--- src/rtl/audio_pwm_gen_pkg.sv ---
// Shared audio package: modulator state encoding and the default sample
// width. The output selector and sibling audio sources import it as well.
package audio_pwm_gen_pkg;

  localparam int AUDIO_DATA_W = 8;

  typedef enum logic [1:0] {
    ST_IDLE  = 2'd0,
    ST_PRIME = 2'd1,
    ST_RUN   = 2'd2
  } audio_state_e;

endpackage

--- src/rtl/sample_fifo.sv ---
// Sample buffer between the PCM producer and the PWM modulator.
// Ports:
//   clk, rst      system clock, asynchronous active-low reset
//   push, din     write request and data (ignored while full)
//   pop, dout     read request (ignored while empty); dout shows the head entry
//   level         occupancy, 0..FIFO_DEPTH
//   full, empty   occupancy flags
module sample_fifo #(
  parameter int DATA_W     = 8,
  parameter int FIFO_DEPTH = 4
) (
  input  logic                          clk,
  input  logic                          rst,
  input  logic                          push,
  input  logic                          pop,
  input  logic [DATA_W-1:0]             din,
  output logic [DATA_W-1:0]             dout,
  output logic [$clog2(FIFO_DEPTH):0]   level,
  output logic                          full,
  output logic                          empty
);

  localparam int PTR_W = $clog2(FIFO_DEPTH);

  logic [DATA_W-1:0] mem_q [FIFO_DEPTH];
  logic [PTR_W-1:0]  wr_ptr_q, wr_ptr_d;
  logic [PTR_W-1:0]  rd_ptr_q, rd_ptr_d;
  logic [PTR_W:0]    level_q, level_d;
  logic              do_push, do_pop;

  assign full    = (level_q == (PTR_W+1)'(FIFO_DEPTH));
  assign empty   = (level_q == '0);
  assign do_push = push && !full;
  assign do_pop  = pop && !empty;

  // Depth is a power of two, so the pointers wrap by plain overflow.
  always_comb begin
    wr_ptr_d = wr_ptr_q;
    rd_ptr_d = rd_ptr_q;
    level_d  = level_q;
    if (do_push) wr_ptr_d = wr_ptr_q + PTR_W'(1);
    if (do_pop)  rd_ptr_d = rd_ptr_q + PTR_W'(1);
    case ({do_push, do_pop})
      2'b10:   level_d = level_q + (PTR_W+1)'(1);
      2'b01:   level_d = level_q - (PTR_W+1)'(1);
      default: level_d = level_q;
    endcase
  end

  always_ff @(posedge clk or negedge rst) begin
    if (!rst) begin
      wr_ptr_q <= '0;
      rd_ptr_q <= '0;
      level_q  <= '0;
    end else begin
      wr_ptr_q <= wr_ptr_d;
      rd_ptr_q <= rd_ptr_d;
      level_q  <= level_d;
    end
  end

  // Storage needs no reset: entries are only read once level says they exist.
  always_ff @(posedge clk) begin
    if (do_push) mem_q[wr_ptr_q] <= din;
  end

  assign dout  = mem_q[rd_ptr_q];
  assign level = level_q;

endmodule

--- src/rtl/audio_pwm_gen.sv ---
// Audio PWM generator: buffers PCM samples and turns each one into a single
// PWM period of 2^DATA_W counter steps, each step CLK_DIV system clocks long.
// Ports:
//   clk, rst       system clock, asynchronous active-low reset
//   enable         run control; low returns to IDLE (buffer contents kept)
//   sample_in/_valid/_ready  sample push handshake
//   pwm_out        registered PWM bit
//   underflow      one-cycle pulse when a period ends with the buffer empty
//   fifo_level     buffer occupancy
//
// state    | meaning
// ---------+---------------------------------------------------------------
// ST_IDLE  | disabled; prescaler, pcnt, duty held at 0; buffer still fills
// ST_PRIME | enabled, waiting for a prescaler tick with a sample available
// ST_RUN   | modulating; a new duty is taken at every period boundary
module audio_pwm_gen
  import audio_pwm_gen_pkg::*;
#(
  parameter int DATA_W     = AUDIO_DATA_W,
  parameter int FIFO_DEPTH = 4,
  parameter int CLK_DIV    = 4
) (
  input  logic                          clk,
  input  logic                          rst,
  input  logic                          enable,
  input  logic [DATA_W-1:0]             sample_in,
  input  logic                          sample_valid,
  output logic                          sample_ready,
  output logic                          pwm_out,
  output logic                          underflow,
  output logic [$clog2(FIFO_DEPTH):0]   fifo_level
);

  localparam int                PSC_W     = (CLK_DIV > 1) ? $clog2(CLK_DIV) : 1;
  localparam logic [PSC_W-1:0]  PSC_LAST  = PSC_W'(CLK_DIV - 1);
  localparam logic [DATA_W-1:0] PCNT_LAST = '1;

  audio_state_e      state_q, state_d;
  logic [PSC_W-1:0]  psc_q, psc_d;
  logic [DATA_W-1:0] pcnt_q, pcnt_d;
  logic [DATA_W-1:0] duty_q, duty_d;
  logic              pwm_q, pwm_d;
  logic              underflow_q, underflow_d;

  logic              tick, boundary;
  logic              fifo_push, fifo_pop, fifo_full, fifo_empty;
  logic [DATA_W-1:0] fifo_dout;

  assign sample_ready = !fifo_full;
  assign fifo_push    = sample_valid && sample_ready;

  assign tick     = (state_q != ST_IDLE) && (psc_q == PSC_LAST);
  assign boundary = (state_q == ST_RUN) && tick && (pcnt_q == PCNT_LAST);

  sample_fifo #(
    .DATA_W     (DATA_W),
    .FIFO_DEPTH (FIFO_DEPTH)
  ) u_fifo (
    .clk   (clk),
    .rst   (rst),
    .push  (fifo_push),
    .pop   (fifo_pop),
    .din   (sample_in),
    .dout  (fifo_dout),
    .level (fifo_level),
    .full  (fifo_full),
    .empty (fifo_empty)
  );

  always_comb begin
    state_d     = state_q;
    psc_d       = psc_q;
    pcnt_d      = pcnt_q;
    duty_d      = duty_q;
    fifo_pop    = 1'b0;
    underflow_d = 1'b0;
    // Compare uses the current pcnt/duty, so the output lags them by a clock.
    pwm_d       = (state_q == ST_RUN) && (pcnt_q < duty_q);

    if (state_q != ST_IDLE) psc_d = tick ? '0 : psc_q + PSC_W'(1);

    if (!enable) begin
      state_d = ST_IDLE;
      psc_d   = '0;
      pcnt_d  = '0;
      duty_d  = '0;
    end else begin
      case (state_q)
        ST_IDLE: state_d = ST_PRIME;
        ST_PRIME: begin
          if (tick && !fifo_empty) begin
            fifo_pop = 1'b1;
            duty_d   = fifo_dout;
            pcnt_d   = '0;
            state_d  = ST_RUN;
          end
        end
        ST_RUN: begin
          if (tick) begin
            pcnt_d = pcnt_q + DATA_W'(1);
            // Empty at the boundary: keep the old duty and flag it. A sample
            // pushed in this same cycle waits for the next boundary.
            if (boundary) begin
              if (!fifo_empty) begin
                fifo_pop = 1'b1;
                duty_d   = fifo_dout;
              end else begin
                underflow_d = 1'b1;
              end
            end
          end
        end
        default: state_d = ST_IDLE;
      endcase
    end
  end

  always_ff @(posedge clk or negedge rst) begin
    if (!rst) begin
      state_q     <= ST_IDLE;
      psc_q       <= '0;
      pcnt_q      <= '0;
      duty_q      <= '0;
      pwm_q       <= 1'b0;
      underflow_q <= 1'b0;
    end else begin
      state_q     <= state_d;
      psc_q       <= psc_d;
      pcnt_q      <= pcnt_d;
      duty_q      <= duty_d;
      pwm_q       <= pwm_d;
      underflow_q <= underflow_d;
    end
  end

  assign pwm_out   = pwm_q;
  assign underflow = underflow_q;

endmodule

--- config.mk ---
export PLATFORM = sky130hd
export DESIGN_NAME = audio_pwm_gen
export DESIGN_NICKNAME = d
export VERILOG_FILES = /design/src/rtl/audio_pwm_gen_pkg.sv /design/src/rtl/sample_fifo.sv /design/src/rtl/audio_pwm_gen.sv
export SDC_FILE = /design/constraint.sdc
export NUM_CORES = 1
export LEC_CHECK = 0
export CAP_MARGIN = 30
export CORE_ASPECT_RATIO = 1.25
export CORE_MARGIN = 3
export CORE_UTILIZATION = 40
export CTS_CLUSTER_DIAMETER = 200
export DETAILED_ROUTE_END_ITERATION = 8
export GPL_ROUTABILITY_DRIVEN = 0
export GPL_TIMING_DRIVEN = 0
export PLACE_DENSITY_LB_ADDON = 0.08
export SLEW_MARGIN = 20
export SYNTH_ARGS = -nofsm -noshare
export SYNTH_HDL_FRONTEND = slang
export SYNTH_SLANG_ARGS = --single-unit
--- constraint.sdc ---
create_clock -name clk -period 2.4 [get_ports clk]
set_input_delay 0.36 -clock clk [delete_from_list [all_inputs] [get_ports clk]]
set_output_delay 0.36 -clock clk [all_outputs]
set_load 0.01 [all_outputs]
==> metrics.yaml <==
synth:
  synth_top_family_by_area: "multiplexers"
  synth.most_common_cell: "edfxtp_1"
  synthCells: 213
  synth_nets: 244
  synth_edf_count: 32
  synth-compound-area-share_pct: 7.46
  ys_types: 41
  ys_warn_count: 0
  async_flop_share_pct: 47.5
  synth_area_leader_cell: "edfxtp_1"
  avgSynthCellArea_sq_um: 13.5
  ys_ff_latch: 61
  ys_top_cells_by_count: "32 x edfxtp_1, 29 x dfrtp_1, 20 x nand2_1"
  ys_seq_area_share_pct: 58.5
  synth-xor-area-share_pct: 1.82
  synthFlopType: "edfxtp_1"
  synthSimpleGateAreaFrac_pct: 10.1
  synth.cell_area_sq_um: 2890
  synth_mux_area_share_pct: 10.1
  yosys.area_share.adder_pct: 8.50
  netlist.area_leader.share_pct: 33.3
  synth.area.top_cells: "edfxtp_1 33%, dfrtp_1 25%, ha_1 7.8%"
grt:
  overflow: 0
  grt_max_degree: 30
  grt_antenna_before_repair: 0
  grt_pass1_wl_mm: 9.00
  grt_pass1_vias: 1843
  grt_use_total_pct: 14.8
cells_and_area:
  drive_gt1_share_pct: 18.4
  syn2layout_area_growth_pct: 20.9
  nets: 281
  antenna_cells: 0
run_status:
  outcome: "complete, no violations"
power_and_ir_drop:
  cellPowerDensity_nw_per_um2: 935
  pwr-share-clk_pct: 29.0
  finalPower_mw: 3.26
  p_sw_share_pct: 28.6
  vdd_drop_max_mv: 0.441
  intPower_mw: 2.33
  share_comb_of_total_power_pct: 26.6
  leakagePower_nw: 1.41
  power_frac_seq_pct: 44.4
  p_sw_mw: 0.931
setup_path:
  startpoint_type: "input port"
  cp-end-kind: "flop"
  critPathMaxStageDelay_ps: 470
  r2r_end: "u_fifo.level[2]"
  timing.critical_path.mode_cell: "xor2_1"
  cpLargestDelayFamily: "buffers and inverters"
  path_cells: "clkdlybuf4s50_1, clkbuf_1, o2111a_2, ha_4, inv_2, fa_2, xor2_1, nor2_1, xor2_1"
  r2r_setup_slack_ps: 170
  slowest_stage: "clkdlybuf4s50_1"
  critPathBufInv: 3
  setup.worst_path.class: "input port to flop"
  cp_max_fo: 10
  cp.arrival_ps: 2510
  r2r_start: "pcnt_q[0]"
  rr_worst_depth: 10
  worstPathRequired_ps: 2660
clock_network:
  cts_htree_levels: 3
  cts_tree: "done"
  cts_hold_buffers: 0
  clockBufferDepth: 2
  insertion_delay_ps: 330
  clkSinkCount: 61
  numCtsBuffers: 9
  clk_pin_slew_ps: 70
  root_buffer: "clkbuf_8"
sta:
  period_share_pct: 93.8
  hold_violations: 0
  worstMarginPinSlew_ps: 851
  max_freq_mhz: 444
  hold_ws_ps: 54.1
  finalSetupTns_ps: 0
  drv_slew: 0
  fin_crit_ps: 2250
  max-slew-margin-rel_pct: 42.8
  skew_ps: 7.76
  report.final.setup_viol: 0
  rsz0062_at_grt: "false"
floorplan:
  chipWidth_um: 82.0
  pin_count: 18
  coreArea_sq_um: 6980
  die_area_sq_um: 8270
  fp.dieH_um: 101
  start_util_pct: 41.4
  fp-row-count: 34
run:
  cap_viol_max_count: 0
route:
  drc: 0
  routed_wl_mm: 5.30
  vias_per_cell: 5.05
  drtAntennaViolNets: 0
  detail_route.iter0.violations: 46
  dr.pass1.iters: 4
  avgRoutedWirePerCell_um: 15.4
  num_vias: 1742
hold_path:
  hp-class: "input port to async pin"
placement:
  dpl.hpwl_mm: 3.70
  io_buffers: 17
==> power groups by stage <==
stage | logic [mW] | clock network [mW] | registers [mW]
6_report | 0.867 | 0.944 | 1.45
2_1_floorplan | 0.524 | 0 | 1.45
3_5_place_dp | 0.788 | 0 | 1.47
4_1_cts | 0.829 | 0.973 | 1.45
5_1_grt | 0.980 | 1.03 | 1.47
3_3_place_gp | 0.776 | 0 | 1.46
==> timing repair <==
action                                 in CTS  in global routing
endpoints found under the hold margin       0                  0
gates resized for setup                    11                  5
pin swaps                                   3                  6
buffers inserted                            5                  5
setup endpoints to repair                   2                  1
==> per-stage QoR <==
step	setup slack [ps]	util [%]	cell area [sq um]	cells
after CTS	34.6	49.3	3440	341
after global placement	-340	45.4	3170	320
after floorplan	2.72	-	2890	213
after detailed placement	-387	45.3	3160	320
final	149	50.0	3490	345
after global routing	1.73	50.0	3490	345
==> area by class of cell <==
class / instances / area [sq um]
buffer: 5 / 27.5
multi-input combinational: 127 / 1140
fill: 630 / 3490
timing repair buffer: 27 / 240
tap: 90 / 113
inverter: 19 / 71.3
clock buffer: 9 / 124
sequential: 61 / 1690
clock inverter: 7 / 80.1
==> cell families after synthesis <==
family | Yosys count
AOI/OAI and AO/OA | 29
buffers and inverters | 25
xor gates and xnor gates | 6
and+or+nand+nor | 54
muxes | 19
adders and majority gates | 19
DFF | 61
==> layout by cell type, fill, tap and decap left out, types with 4 or more instances in the layout <==
cell,count
clkbuf_8,9
buf_4,10
mux2i_1,10
nand3_1,5
edfxtp_1,32
and3_1,5
clkinv_1,4
o31ai_1,4
dfrtp_1,29
a21oi_1,10
or3_1,4
o21ai_1,5
clkdlybuf4s50_1,16
nand2_1,20
ha_1,15
inv_1,16
mux4_2,8
==> worst max path at each step <==
stage | from | to | depth (start not counted)
6_report | enable | u_fifo.level[2] | 9
5_1_grt | enable | u_fifo.level[2] | 9
2_1_floorplan | state_q[0] | u_fifo.level[2] | 12
3_5_place_dp | enable | u_fifo.level[2] | 9
4_1_cts | state_q[0] | u_fifo.level[2] | 12
3_3_place_gp | enable | u_fifo.level[2] | 9
==> sequential cells by signal, indices dropped and copies added, names as in the netlist <==
register         count
duty_q               8
pcnt_q               8
psc_q                2
pwm_out              1
state_q              2
u_fifo.level         3
u_fifo.mem_q        32
u_fifo.rd_ptr_q      2
u_fifo.wr_ptr_q      2
underflow            1
==> metal layers <==
layer / track usage [%] / vias up / wire length (um) / share of wire [%]
met5: 0 / - / 0 / 0
met4: 7.29 / 0 / 77 / 1.5
met3: 2.95 / 8 / 117 / 2.2
met2: 25.8 / 16 / 2820 / 53
met1: 16.9 / 865 / 2290 / 43
li1: - / 853 / - / -
No activity file was read; power rests on OpenSTA's default activity.
